[config.mk]
export PLATFORM = sky130hd
export DESIGN_NAME = ifid_skid_stage
export DESIGN_NICKNAME = d
export VERILOG_FILES = /design/src/rtl/ifid_skid_stage.sv
export SDC_FILE = /design/constraint.sdc
export NUM_CORES = 1
export LEC_CHECK = 0
export ABC_CLOCK_PERIOD_IN_PS = 2540
export CORE_MARGIN = 3
export CORE_UTILIZATION = 35
export CTS_BUF_LIST = sky130_fd_sc_hd__clkbuf_8
export DETAILED_ROUTE_END_ITERATION = 8
export HOLD_SLACK_MARGIN = 0.08
export PLACE_DENSITY = 0.66
export SLEW_MARGIN = 15
export SYNTH_ARGS = -nofsm -noshare
export SYNTH_HDL_FRONTEND = slang
export SYNTH_SLANG_ARGS = --single-unit
[constraint.sdc]
create_clock -name clk -period 2.54 [get_ports clk]
set_clock_uncertainty 0.2 [all_clocks]
set_input_delay 0.508 -clock clk [delete_from_list [all_inputs] [get_ports clk]]
set_output_delay 0.508 -clock clk [all_outputs]
set_load 0.02 [all_outputs]
[src/rtl/ifid_skid_stage.sv]
// ----------------------------------------------------------------------------
// ifid_skid_stage
//   IF/ID pipeline register built as a 2-entry skid buffer (head + skid).
//   Fetch pushes instructions through a valid/ready handshake. Decode sees the
//   head entry split into MIPS fields, along with a pc+4 that is precomputed
//   when the entry is captured. A flush (taken branch or jump) empties the
//   stage.
//
// Ports
//   clk, rst_n        clock (rising edge), asynchronous active-low reset
//   in_valid/in_ready input handshake; in_ready depends on state only
//   in_instr, in_pc   fetched instruction word and its address
//   flush             drop held entries and ignore the incoming one
//   out_valid/out_ready output handshake towards decode
//   opcode..imm16     slices of the head instruction
//   pc_plus4          stored head pc + 4 (wraps modulo 2^32)
//   instr_count       retired output handshakes
//
// Configuration
//   IFID_PERF_CNT_EN  when defined, instr_count is a wrapping 32-bit counter
//                     of non-flushed output handshakes. When undefined, the
//                     port is tied to 0 and no counter flops are built.
// ----------------------------------------------------------------------------
module ifid_skid_stage (
    input  logic        clk,
    input  logic        rst_n,
    input  logic        in_valid,
    output logic        in_ready,
    input  logic [31:0] in_instr,
    input  logic [31:0] in_pc,
    input  logic        flush,
    output logic        out_valid,
    input  logic        out_ready,
    output logic [5:0]  opcode,
    output logic [4:0]  rs,
    output logic [4:0]  rt,
    output logic [4:0]  rd,
    output logic [4:0]  shamt,
    output logic [5:0]  funct,
    output logic [15:0] imm16,
    output logic [31:0] pc_plus4,
    output logic [31:0] instr_count
);

    typedef enum logic [1:0] {
        EMPTY = 2'd0,
        ONE   = 2'd1,
        FULL  = 2'd2
    } state_t;

    state_t      state_q, state_d;
    logic [31:0] head_instr_q, head_instr_d;
    logic [31:0] head_pc4_q,   head_pc4_d;
    logic [31:0] skid_instr_q, skid_instr_d;
    logic [31:0] skid_pc4_q,   skid_pc4_d;

    logic        in_hs;
    logic        out_hs;
    logic [31:0] in_pc4;

    // Both ready and valid decode from the registered state. Because of this,
    // no combinational path runs from out_ready back to in_ready.
    assign in_ready  = (state_q != FULL);
    assign out_valid = (state_q != EMPTY);

    assign in_hs  = in_valid  & in_ready;
    assign out_hs = out_valid & out_ready;
    assign in_pc4 = in_pc + 32'd4;

    always_comb begin
        state_d      = state_q;
        head_instr_d = head_instr_q;
        head_pc4_d   = head_pc4_q;
        skid_instr_d = skid_instr_q;
        skid_pc4_d   = skid_pc4_q;

        if (flush) begin
            // Stored contents are kept, so the field outputs hold the last
            // head value while the stage is empty.
            state_d = EMPTY;
        end else begin
            unique case (state_q)
                EMPTY: begin
                    if (in_hs) begin
                        state_d      = ONE;
                        head_instr_d = in_instr;
                        head_pc4_d   = in_pc4;
                    end
                end
                ONE: begin
                    if (in_hs && out_hs) begin
                        head_instr_d = in_instr;
                        head_pc4_d   = in_pc4;
                    end else if (in_hs) begin
                        // Head is stalled, so the new entry parks in skid.
                        state_d      = FULL;
                        skid_instr_d = in_instr;
                        skid_pc4_d   = in_pc4;
                    end else if (out_hs) begin
                        state_d = EMPTY;
                    end
                end
                FULL: begin
                    // in_ready is low here, so only the drain side can move.
                    if (out_hs) begin
                        state_d      = ONE;
                        head_instr_d = skid_instr_q;
                        head_pc4_d   = skid_pc4_q;
                    end
                end
                default: state_d = EMPTY;
            endcase
        end
    end

    always_ff @(posedge clk or negedge rst_n) begin
        if (!rst_n) begin
            state_q      <= EMPTY;
            head_instr_q <= '0;
            head_pc4_q   <= '0;
            skid_instr_q <= '0;
            skid_pc4_q   <= '0;
        end else begin
            state_q      <= state_d;
            head_instr_q <= head_instr_d;
            head_pc4_q   <= head_pc4_d;
            skid_instr_q <= skid_instr_d;
            skid_pc4_q   <= skid_pc4_d;
        end
    end

    assign opcode   = head_instr_q[31:26];
    assign rs       = head_instr_q[25:21];
    assign rt       = head_instr_q[20:16];
    assign rd       = head_instr_q[15:11];
    assign shamt    = head_instr_q[10:6];
    assign funct    = head_instr_q[5:0];
    assign imm16    = head_instr_q[15:0];
    assign pc_plus4 = head_pc4_q;

`ifdef IFID_PERF_CNT_EN
    logic [31:0] cnt_q, cnt_d;

    // A handshake that coincides with a flush does not count as retired.
    assign cnt_d = (out_hs && !flush) ? cnt_q + 32'd1 : cnt_q;

    always_ff @(posedge clk or negedge rst_n) begin
        if (!rst_n) cnt_q <= '0;
        else        cnt_q <= cnt_d;
    end

    assign instr_count = cnt_q;
`else
    assign instr_count = '0;
`endif

endmodule

# Yosys cells after proc, flatten, opt, wreduce, memory -nomap -nowiden
# Cells that the tools add are included.
dict set report classes {
  add_sub_neg 1
  multipliers 0
  div_mod_pow 0
  order_cmp 0
  n_eq_ne 10
  n_shift 0
  mux 15
  bitwise 4
  n_reduce_logical 7
}
# cell count
set ops {}
lappend ops {{$mux 32} 6}
lappend ops {{$pmux 32 s3} 2}
lappend ops {{$add 32x3->32 const B} 1}
lappend ops {{$mux 2} 6}
lappend ops {{$ne 3x3->1 const B} 3}
lappend ops {{$ne 2x2->1 const B} 4}
lappend ops {{$reduce_and 4->1} 2}
lappend ops {{$pmux 2 s3} 1}
lappend ops {{$reduce_and 5->1} 1}
lappend ops {{$ne 4x4->1 const B} 1}
lappend ops {{$reduce_bool 3->1} 1}
lappend ops {{$and 1x1->1} 2}
lappend ops {{$eq 2x1->1 const B} 1}
lappend ops {{$eq 2x2->1 const B} 1}
lappend ops {{$logic_not 2->1} 1}
lappend ops {{$not 1->1} 2}
lappend ops {{$reduce_bool 2->1} 1}
lappend ops {{$logic_and 1x1->1} 1}
dict set report totals {
  reg_bits 130
  latch_bits 0
  ram_bits 0
  romBits 0
  in_bits 69
  out_inout_bits 114
  wordCells 42
  mem_count 0
}

# Depth between registers and ports, before layout
dict set report logic_depth {
  ltp_word 7
  ltp_mapped 6
  ltp_nobuf 6
}

# Worst setup path after synthesis
# No wires, ideal clock.
dict set report synth_path {
  path_kind {input-to-reg}
  startpoint {in in_pc[2]}
  endpoint {reg head_pc4_q[28], in the netlist pc_plus4[28]}
  setup_time_ns 0.127
  t_arrival_ns 1.686
  required_ns 2.213
  slack_ns 0.527
  path_stages 6
  path_buffers 0
  path_cell_list {ha_1 nand3_1 nor3_1 nand4_1 xor2_1 o22ai_2}
}
dict set report synth_via {
  elab_chain_cells 3
  elab_cells_between_ends 4
  cone_classes {1 x add/sub; 3 x mux}
}
# item line_no
set synth_lines {}
lappend synth_lines {{start, declared} 30} ;# input logic [31:0] in_pc,
lappend synth_lines {{$add 32x3->32 (*)} 68} ;# assign in_pc4 = in_pc + 32'd4;
lappend synth_lines {{$mux 32 (on tied branches)} {91, 84}}
lappend synth_lines {{$pmux 32 s3 (*)} 82} ;# unique case (state_q)
lappend synth_lines {{end signal, assigned} 126} ;# head_pc4_q <= head_pc4_d;
lappend synth_lines {{end, declared} 53} ;# logic [31:0] head_pc4_q, head_pc4_d;
# Every way passes the cells marked *; elsewhere a longest branch is shown, timed or not. The select of a mux whose other input is x is not followed.
# A chain may end at the register's enable or synchronous reset.

# Worst setup path in the final report
dict set report layout_path {
  startpoint {reg state_q[0]}
  endpoint {out out_valid}
}
dict set report layout_via {
  elab_chain_cells 1
}
# item line_no
set layout_lines {}
lappend layout_lines {{start, declared} 51} ;# state_t state_q, state_d;
lappend layout_lines {{start signal, assigned} 124} ;# state_q <= state_d;
lappend layout_lines {{$reduce_bool 2->1} 64} ;# assign out_valid = (state_q != EMPTY);
lappend layout_lines {{end, declared} 32} ;# output logic out_valid,
# Every way passes these cells.

==> impl_metrics.csv <==
group,metric,value,unit
critical_path,cpMaxStageDelayCell,"clkdlybuf4s50_1",
logic_synthesis,yosys.area.top_type_share,50.6,%
placement,portBuffers,150,
sta,relSlewSlack,50.3,%
power_and_ir_drop,clkPwrFrac,29.6,%
critical_path,critPathMaxStageDelay,540,ps
layout,nets,872,
critical_path,ff2ff_path_depth,4,
logic_synthesis,synth-seq-cells,130,
critical_path,critPathTopFamily,"buffers and inverters",
clock_tree,post-cts-setup-buffer-count,0,
power_and_ir_drop,peakVddDrop,418,µV
logic_synthesis,synth-edff-count,0,
min_path,hold_depth,2,
sta,fmax,407,MHz
critical_path,r2r-end,"skid_instr_q[23]$_DFFE_PN0P_",
layout,drive_gt1_share,15.0,%
global_routing,antenna_found_initial,0,
clock_tree,clk_latency,430,ps
global_routing,grt.overflow.total,0,
critical_path,setup.worst_path.class,"flip-flop to primary output",
placement,place_ws,-83.3,ps
critical_path,cp-end-kind,"primary output",
power_and_ir_drop,totalPowerFinal,6.60,mW
power_and_ir_drop,combPwrFrac,27.7,%
sta,setup_slack,85.8,ps
logic_synthesis,yosysTopAreaCell,"dfrtp_1",
logic_synthesis,netlist_area,6430,µm²
logic_synthesis,yosysUniqueCellTypes,48,
min_path,hp-start,"skid_pc4_q[10]$_DFFE_PN0P_",
floorplanning,initial_core_util,36.4,%
clock_tree,cts_tree,"built",
logic_synthesis,yosysMostFrequentCell,"dfrtp_1",
power_and_ir_drop,leakagePower,3.84,nW
logic_synthesis,synth_commonest_cells,"dfrtp_1, nand2_1, nor2_1, buf_4, o21ai_0",
layout,syn_to_final_growth,33.8,%
global_routing,grtUsageTotal,16.1,%
logic_synthesis,yosysSeqAreaShare,50.6,%
routing,ant_nets,0,
placement,globalplace.congestion,0.827,
min_path,hold_class,"flip-flop to flip-flop",
floorplanning,core,17700,µm²
routing,via_count,5075,
routing,drtPass1Iterations,4,
sta,finalCriticalPeriod,2450,ps
layout,antennaDiodeCount,0,
global_routing,grt_pass1_vias,4970,
routing,drc,0,
floorplanning,fp.dieW,142,µm
placement,post-dp-hpwl,10900,µm
routing,drt_iter0_drc,223,
clock_tree,path_clk_slew,70,ps
status,status,"finished, final reports clean",
critical_path,worst_r2r_startpoint,"state_q[1]$_DFFE_PN0P_",
logic_synthesis,synth_flop_cell,"dfrtp_1",
power_and_ir_drop,swShare,29.4,%
clock_tree,cts_buffers,17,
logic_synthesis,yosys_warnings,0,
critical_path,cp_num_buf_inv,1,
logic_synthesis,async_reset_ff_share,100,%
job,drv_cap,0,
sta,hold_viol,0,
critical_path,critPathArrivalTime,1750,ps
logic_synthesis,avgSynthCellArea,9.91,µm²
critical_path,path_max_fanout,7,
global_routing,grt_pass1_wl,25900,µm
sta,tightestPinTransition,746,ps
critical_path,path_cells,"or2_2 -> clkdlybuf4s50_1",
power_and_ir_drop,seqPwrFrac,42.7,%
clock_tree,cts.sinks,130,
routing,wirelength,15900,µm
critical_path,required,1830,ps
sta,maxSlewViolCount,0,
logic_synthesis,synthTopCellsByArea,"dfrtp_1, mux2_4, nand2_1, buf_4, nor2_1",
clock_tree,root_buffer,"clkbuf_8",
critical_path,ff2ff_setup_slack,520,ps
global_routing,grt_max_degree,67,
floorplanning,fp.dieH,142,µm
floorplanning,io_pins,183,
clock_tree,cts_buffer_depth,2,
power_and_ir_drop,power_density,767,nW/µm²
critical_path,startpoint_type,"flip-flop",
power_and_ir_drop,internal-power,4.66,mW
sta,rsz0062_at_grt,"no",
power_and_ir_drop,switchingPower,1.94,mW
routing,wl_per_cell,15.3,µm
floorplanning,die_area,20000,µm²
floorplanning,fp-row-count,48,
logic_synthesis,syn_inst,649,
sta,period_share,96.6,%
min_path,hold_end,"skid_pc4_q[10]$_DFFE_PN0P_",
clock_tree,htree_levels,4,
routing,via_per_inst,4.88,
sta,setup_violations,0,
## cell usage in the layout (no fill, tap or decap), types with 2 or more instances in the layout
cell type	count
nand3_1	15
clkinv_2	3
bufinv_16	4
o22ai_2	2
conb_1	32
buf_12	5
clkdlybuf4s50_1	149
a32oi_1	2
or3_1	2
clkbuf_8	21
and3_1	9
nor3b_1	2
inv_1	6
nand4_1	6
o22ai_1	6
buf_4	32
xor2_1	18
o211ai_1	2
nor3_1	7
xnor2_1	7
mux2_4	38
o21ai_1	10
nor4_1	3
a31oi_1	35
dfrtp_1	128
o21ai_0	39
nand2_1	117
dfrtp_2	2
a21oi_1	23
nor2_1	61
## logic make-up (layout without fill, tap and decap cells)
group / Yosys count / after routing / share of synthesized area [%]
compound gates: 127 / 127 / 11.4
xor+xnor: 25 / 25 / 3.40
fa+ha+maj: 1 / 1 / 0.194
buf+inv: 91 / 226 / 8.91
flops: 130 / 130 / 50.6
mux: 39 / 39 / 9.04
other cells: 1 / 32 / 0.0583
simple gates: 235 / 235 / 16.4
## stage by stage
| stage | utilization, % | setup TNS [ps] | hold slack (ps) | std cells | area [µm²] |
|---|---|---|---|---|---|
| after floorplan | - | 0 | 12.4 | 680 | 6550 |
| after global placement | 46.1 | -1620 | 255 | 1007 | 8150 |
| after detailed placement | 46.1 | -3050 | 262 | 1007 | 8150 |
| after CTS | 48.7 | 0 | 278 | 1040 | 8600 |
| after global routing | 48.7 | 0 | 295 | 1040 | 8610 |
| final | 48.7 | 0 | 275 | 1040 | 8610 |
## how the worst max path moves through the flow
stage | to | cells after the start | slack [ps] | from
6_report | out_valid | 2 | 90 | state_q[0]$_DFFE_PN0P_
5_1_grt | out_valid | 2 | 30 | state_q[0]$_DFFE_PN0P_
4_1_cts | in_ready | 3 | 8 | state_q[1]$_DFFE_PN0P_
3_5_place_dp | skid_instr_q[17]$_DFFE_PN0P_ | 5 | -80 | in_valid
3_3_place_gp | skid_instr_q[27]$_DFFE_PN0P_ | 5 | -50 | in_valid
2_1_floorplan | pc_plus4[28]$_DFFE_PN0P_ | 6 | 530 | in_pc[2]
## sequential cells by signal, summed over array words and instances, names as in the netlist
name,cells
head_instr_q,32
pc_plus4,32
skid_instr_q,32
skid_pc4_q,32
state_q,2
## worst register-to-register path: stages, from the launching register on
cell     delay [ps]
dfrtp_2         460
nor2b_2         160
or4b_4          520
buf_12          210
mux2_4          350
## cell type report
class	instances	area (µm²)
Fill cell	1666	9050
Sequential cell	130	3260
Multi-Input combinational cell	459	2750
Timing Repair Buffer	188	1850
Clock buffer	21	289
Tap cell	225	282
Clock inverter	11	159
Inverter	6	22.5
## what timing repair did
item	4_1_cts	5_1_grt
hold buffers	1	0
endpoints found under the hold margin	47	0
gates resized for setup	0	2
endpoints found under the setup margin	0	2
## power by group through the flow
stage          clock network [mW]  logic [mW]  registers (mW)
3_5_place_dp                    0        1.85            2.85
5_1_grt                      2.10        1.98            2.88
3_3_place_gp                    0        1.82            2.84
2_1_floorplan                   0       0.862            3.03
6_report                     1.96        1.83            2.82
4_1_cts                      2.01        1.85            2.82
## per-layer routing
| layer | GRT usage, % | wire length, µm |
|---|---|---|
| met1 | 22.7 | 7490 |
| met2 | 24.8 | 7260 |
| met3 | 3.88 | 968 |
| met4 | 4.85 | 160 |
| met5 | 0 | 0 |
No activity file was read; power rests on OpenSTA's default activity.
